--- src/rtl/photo_transition_engine.sv ---
`default_nettype none
// +--------------------------------------------------------------------------+
// | photo_transition_engine: split-curtain open/hold/close effect on a VGA    |
// | raster in front of an RGB444 image ROM.                 Revision: 1.0     |
// +--------------------------------------------------------------------------+
module photo_transition_engine #(
  parameter int IMG_W    = 320,
  parameter int IMG_H    = 240,
  parameter int SCALE_SH = 1,
  parameter int ADDR_W   = 17,
  parameter int STEP_W   = 4,
  parameter int ROM_LAT  = 1
) (
  input  logic              clk,
  input  logic              rst,
  input  logic              tick,
  input  logic              start,
  input  logic [1:0]        mode,
  input  logic [STEP_W-1:0] step,
  input  logic              valid_in,
  input  logic [9:0]        h_cnt,
  input  logic [9:0]        v_cnt,
  input  logic [11:0]       rom_data,
  output logic [ADDR_W-1:0] rom_addr,
  output logic [11:0]       rgb,
  output logic              valid_out,
  output logic [1:0]        state,
  output logic              busy
);

  localparam int c_HALF_W  = IMG_W / 2;
  localparam int c_HALF_H  = IMG_H / 2;
  localparam int c_LIM_MAX = (c_HALF_W > c_HALF_H) ? c_HALF_W : c_HALF_H;
  localparam int c_OFF_W   = $clog2(c_LIM_MAX + 1);
  localparam int c_SUM_W   = ((c_OFF_W > STEP_W) ? c_OFF_W : STEP_W) + 1;
  localparam int c_CW      = ((c_OFF_W > 10) ? c_OFF_W : 10) + 1;

  typedef enum logic [1:0] {
    S_IDLE  = 2'b00,
    S_OPEN  = 2'b01,
    S_HOLD  = 2'b11,
    S_CLOSE = 2'b10
  } state_t;

  state_t               r_state, w_state_nxt;
  logic [c_OFF_W-1:0]   r_off, w_off_nxt, w_lim;
  logic                 r_run, w_run_nxt;
  logic                 r_axis, w_axis_nxt;
  logic [1:0]           r_cur_mode, w_cur_mode_nxt;
  logic [c_SUM_W-1:0]   w_off_ext, w_step_ext, w_sum;

  assign w_lim      = r_axis ? c_OFF_W'(c_HALF_H) : c_OFF_W'(c_HALF_W);
  assign w_off_ext  = c_SUM_W'(r_off);
  assign w_step_ext = c_SUM_W'(step);
  assign w_sum      = w_off_ext + w_step_ext;

  always_comb begin
    w_state_nxt    = r_state;
    w_off_nxt      = r_off;
    w_run_nxt      = r_run;
    w_axis_nxt     = r_axis;
    w_cur_mode_nxt = r_cur_mode;
    case (r_state)
      S_IDLE: begin
        w_off_nxt = '0;
        if (start) begin
          w_state_nxt    = S_OPEN;
          w_run_nxt      = 1'b1;
          w_cur_mode_nxt = mode;
          w_axis_nxt     = (mode == 2'b01);
        end
      end
      default: begin
        // A start pulse only pauses/resumes; it swallows any coincident tick.
        if (start) begin
          w_run_nxt = ~r_run;
        end else if (tick && r_run) begin
          case (r_state)
            S_OPEN: begin
              if (w_sum >= c_SUM_W'(w_lim)) begin
                w_off_nxt   = w_lim;
                w_state_nxt = S_HOLD;
              end else begin
                w_off_nxt = w_sum[c_OFF_W-1:0];
              end
            end
            S_HOLD: w_state_nxt = S_CLOSE;
            S_CLOSE: begin
              if (w_off_ext <= w_step_ext) begin
                w_off_nxt = '0;
                if (r_cur_mode == 2'b10) begin
                  w_state_nxt = S_OPEN;
                  w_axis_nxt  = ~r_axis;
                end else begin
                  w_state_nxt = S_IDLE;
                end
              end else begin
                w_off_nxt = r_off - w_step_ext[c_OFF_W-1:0];
              end
            end
            default: ;
          endcase
        end
      end
    endcase
  end

  always_ff @(posedge clk or negedge rst) begin
    if (!rst) begin
      r_state    <= S_IDLE;
      r_off      <= '0;
      r_run      <= 1'b0;
      r_axis     <= 1'b0;
      r_cur_mode <= 2'b00;
    end else begin
      r_state    <= w_state_nxt;
      r_off      <= w_off_nxt;
      r_run      <= w_run_nxt;
      r_axis     <= w_axis_nxt;
      r_cur_mode <= w_cur_mode_nxt;
    end
  end

  logic [9:0]        w_x, w_y;
  logic [c_CW-1:0]   w_pos, w_half, w_fwd, w_back, w_pos_m, w_xs, w_ys;
  logic              w_near, w_black;
  logic [31:0]       w_addr_full;

  assign w_x    = h_cnt >> SCALE_SH;
  assign w_y    = v_cnt >> SCALE_SH;
  assign w_pos  = r_axis ? c_CW'(w_y) : c_CW'(w_x);
  assign w_half = r_axis ? c_CW'(c_HALF_H) : c_CW'(c_HALF_W);
  assign w_near = (w_pos < w_half);
  assign w_fwd  = w_pos + c_CW'(r_off);
  assign w_back = w_pos - c_CW'(r_off);
  // Each half slides away from the centre line; pixels pulled across it go black.
  assign w_pos_m = w_near ? w_fwd : w_back;
  assign w_black = (r_state == S_HOLD) ||
                   (w_near ? (w_fwd >= w_half) : (w_back < w_half));
  assign w_xs    = r_axis ? c_CW'(w_x) : w_pos_m;
  assign w_ys    = r_axis ? w_pos_m : c_CW'(w_y);
  assign w_addr_full = 32'(w_ys) * 32'(IMG_W) + 32'(w_xs);

  logic [ADDR_W-1:0] r_rom_addr;
  logic [ROM_LAT:0]  r_vld_d, r_blk_d;
  logic [11:0]       r_rgb;
  logic              r_vld_out;

  always_ff @(posedge clk or negedge rst) begin
    if (!rst) begin
      r_rom_addr <= '0;
      r_vld_d    <= '0;
      r_blk_d    <= '0;
      r_rgb      <= '0;
      r_vld_out  <= 1'b0;
    end else begin
      r_rom_addr <= ADDR_W'(w_addr_full);
      r_vld_d    <= {r_vld_d[ROM_LAT-1:0], valid_in};
      r_blk_d    <= {r_blk_d[ROM_LAT-1:0], w_black};
      r_rgb      <= (r_vld_d[ROM_LAT] && !r_blk_d[ROM_LAT]) ? rom_data : 12'h000;
      r_vld_out  <= r_vld_d[ROM_LAT];
    end
  end

  assign rom_addr  = r_rom_addr;
  assign rgb       = r_rgb;
  assign valid_out = r_vld_out;
  assign state     = r_state;
  assign busy      = (r_state != S_IDLE);

endmodule
`default_nettype wire

--- config.mk ---
export PLATFORM = sky130hd
export DESIGN_NAME = photo_transition_engine
export DESIGN_NICKNAME = d
export VERILOG_FILES = /design/src/rtl/photo_transition_engine.sv
export SDC_FILE = /design/constraint.sdc
export NUM_CORES = 1
export LEC_CHECK = 0
export CAP_MARGIN = 40
export CORE_UTILIZATION = 55
export DETAILED_ROUTE_END_ITERATION = 8
export PLACE_DENSITY = 0.82
export SLEW_MARGIN = 40
export SYNTH_ARGS = -nofsm -noshare
export SYNTH_HDL_FRONTEND = slang
export SYNTH_SLANG_ARGS = --single-unit
--- constraint.sdc ---
create_clock -name clk -period 8.2 [get_ports clk]
set_input_delay 0.82 -clock clk [delete_from_list [all_inputs] [get_ports clk]]
set_output_delay 0.82 -clock clk [all_outputs]
set_load 0.02 [all_outputs]
==> metrics.txt <==
area occupied by multi-input gates=3055 um2; sum of met2 wire segment lengths after detailed routing=5.376 mm; buffers inserted by post-CTS timing repair=0; beginning of the worst register-to-register path=r_axis; post-layout minimum cycle time=about 6 ns; Die Span X=92.31 um; classification of the worst setup path=reg -> reg; total of hold buffers inserted after clock tree synthesis=0; actual transition at the worst max-transition pin=~0.7 ns; unique cell type count in the Yosys netlist=between 60 and 70; number of placed instances with taps included=approximately 670; endpoint of the most critical register-to-register path=rom_addr[16]; GRT Overall Usage=26.85%; CP required=between 8 and 9 ns; Final Max Slew Viols=0; status=finished clean; largest net degree at the start of global routing=just under 50; Synth Net Count=620; share of the synthesized area in the top cell type=26.78%; GRT overflow=0; diodes inserted=0; CTS HTree Levels=2; sinks on the clock net=48; count of nets after finishing=686; combined flip-flop and latch cell area=1201 um2; Mapped Cells=~500; type of the most critical hold path=reg -> reg; average vias per placed instance=5.803; post-detailed-route wirelength per cell=16.15 um; Port Buf Inserts=73; R2R setup slack=2.21 ns; maxcap violations=0; detailed placer's ending HPWL=8.719 mm; buffers from clock root to sink, at most=2; most area-consuming cells after synthesis=sky130_fd_sc_hd__dfrtp_1 (27%), sky130_fd_sc_hd__ha_1 (18%), sky130_fd_sc_hd__xnor2_1 (6.1%); depth of the most critical reg-to-reg path=20; aggregate negative setup slack=0 ns; post-synthesis sequential area ratio=26.78%; tightest slew margin relative to the limit=between 50% and 60%; routed wire length=10.92 mm; top_reg_cell synth=sky130_fd_sc_hd__dfrtp_1; Total Die Area=8521 um2; count of placed standard cells in the final layout, fillers left out=676; synthesized area per cell=8.847 um2; Routed Antenna Nets=0; ys async rst share=100.0%; most common library cells after synthesis=sky130_fd_sc_hd__ha_1 (64), sky130_fd_sc_hd__dfrtp_1 (48), sky130_fd_sc_hd__nor2_1 (46), sky130_fd_sc_hd__a21oi_1 (39), sky130_fd_sc_hd__inv_1 (39); CTS Buf Count=5; row cnt=32; worst min-delay path endpoint=r_blk_d[1]; Fill cells=651; Pre-Repair DR Iteration Count=4; Clk pin slew, worst setup/hold paths=around 0.1 ns; share of the clock period used by the worst path=between 70% and 80%; Core Area=7807 um2; number of DRC markers in iteration 0=228; initial standard-cell utilization of the core=57.45%; arrival time worst endpoint=6.19 ns; # setup viols final=0; final count of hold timing violations=0; number of warnings issued by yosys=0; global-route wire length before repair=between 15 and 20 mm; top routing layer in use=met4; initial antenna violation count=0; synth-to-layout area growth=20.73%; cell type contributing the most total cell area after synthesis=sky130_fd_sc_hd__dfrtp_1; number of global-route vias before repair=~3900; hold path startpoint=r_blk_d[0]; CTS tree=yes; final weighted congestion in routability-driven placement=0.9352; Worst Path Max Fanout=31; buffer cell driving the clock tree root=sky130_fd_sc_hd__clkbuf_8; number of primary I/O pins=76; count of vias placed by the detailed router=3923; top-count cell post-synth=sky130_fd_sc_hd__ha_1; clock insertion delay at the later pin of the skew report=0.31 ns; count of cells along the worst hold path=0; DRC=0; maximum clock skew at final layout=about 0.0051 ns; EDFF count, synth=0; fraction of final layout cells sized beyond drive strength 1=5.226%; total length of routed met3 wires=488 um; Post-Route M1 WL=around 4.8 mm; setup repair after global routing missed its margin=no; post-synthesis cell area=around 4500 um2; category of the worst setup path capture point=flop; chip height=between 90 and 100 um; number of cells upsized or downsized after cts=0; Seq cells post-synth=48; maximum achievable frequency=166.8 MHz; CP startpoint kind=flop
[sequential cells by signal, summed over array words and instances (netlist names)]
| name | flops |
|---|---|
| rom_addr | 17 |
| r_run | 1 |
| r_axis | 1 |
| valid_out | 1 |
| r_vld_d | 2 |
| r_off | 8 |
| r_cur_mode | 2 |
| rgb | 12 |
| state | 2 |
| r_blk_d | 2 |
[how the worst max path moves through the flow]
stage | startpoint | endpoint | depth (start not counted) | slack (ns)
finish | r_axis | rom_addr[16] | 20 | 2.21
global route | r_axis | rom_addr[16] | 20 | 1.87
CTS | r_axis | rom_addr[16] | 21 | 2.25
detailed placement | v_cnt[1] | rom_addr[16] | 22 | 2.04
global placement | v_cnt[2] | rom_addr[16] | 21 | 2.15
floorplan | r_axis | rom_addr[16] | 24 | 2.46
[cells in the final DEF (no fill, tap or decap), drive strengths merged, types with 3 or more instances in the layout]
cell type	synthesis	routed
mux2	13	13
a21oi	40	40
clkdlybuf4s50	0	72
buf	5	3
a211oi	3	3
o31ai	5	5
nor2b	11	11
nand3	11	11
nand3b	4	4
nand2b	6	6
o21bai	5	5
nor3	9	9
nor2	46	46
mux2i	10	10
ha	64	64
xor2	9	9
nand4	6	6
xnor2	31	31
o31a	4	4
inv	39	40
dfrtp	48	48
o21ai	23	23
a21o	6	6
and2	13	13
fa	6	6
nand2	28	28
nor4	6	6
clkbuf	11	5
a31oi	3	3
o21a	4	4
[kinds of logic (layout without fill, tap and decap cells)]
logic type | Yosys count | in the layout | synth area share, %
AO/OA/AOI/OAI | 116 | 116 | 16.49
multiplexers | 23 | 23 | 5.774
flip-flops | 48 | 48 | 26.78
AND/OR/NAND/NOR | 154 | 154 | 17.52
XOR/XNOR | 40 | 40 | 7.810
buffers and inverters | 56 | 123 | 5.104
adder cells (fa/ha/maj) | 70 | 70 | 20.53
[worst max-delay path, cell delays in order, from the launching register on]
cell,delay (ns)
sky130_fd_sc_hd__dfrtp_1,0.70
sky130_fd_sc_hd__buf_4,0.43
sky130_fd_sc_hd__mux2_2,0.42
sky130_fd_sc_hd__ha_1,0.27
sky130_fd_sc_hd__o31ai_1,0.60
sky130_fd_sc_hd__nand2_1,0.09
sky130_fd_sc_hd__mux2_2,0.31
sky130_fd_sc_hd__a21oi_2,0.21
sky130_fd_sc_hd__ha_1,0.18
sky130_fd_sc_hd__ha_1,0.17
sky130_fd_sc_hd__inv_1,0.06
sky130_fd_sc_hd__fa_1,0.48
sky130_fd_sc_hd__inv_1,0.04
sky130_fd_sc_hd__ha_1,0.31
sky130_fd_sc_hd__o21a_1,0.13
sky130_fd_sc_hd__o31a_1,0.16
sky130_fd_sc_hd__o21ai_1,0.09
sky130_fd_sc_hd__nor3b_1,0.38
sky130_fd_sc_hd__or4bb_1,0.54
sky130_fd_sc_hd__xor2_1,0.17
sky130_fd_sc_hd__xnor2_1,0.13
[per-layer routing]
metal	track usage, %	vias to the layer above
met1	33.23	1875
met2	47.90	117
met3	3.448	20
li1	-	1911
met4	9.115	0
met5	0	-
[final cells by class]
type,instances,area share [%]
Multi-Input combinational cell,403,56.42
Sequential cell,48,22.18
Timing Repair Buffer,75,13.72
Inverter,40,2.773
Tap cell,102,2.357
Clock buffer,5,1.271
Clock inverter,3,1.271
[metrics by stage]
step | hold WS, ns | cell area [um2] | utilization, % | setup WS, ns
2_1_floorplan | 0.3312 | 4486 | - | 2.456
3_3_place_gp | 0.3360 | 5275 | 67.56 | 2.151
3_5_place_dp | 0.3371 | 5278 | 67.60 | 2.039
4_1_cts | 0.3576 | 5415 | 69.36 | 2.246
5_1_grt | 0.3703 | 5415 | 69.36 | 1.869
6_report | 0.3575 | 5415 | 69.36 | 2.206
Power is not shown: default switching activity piles up to over one toggle a cycle in this logic, so the estimate is an artifact.
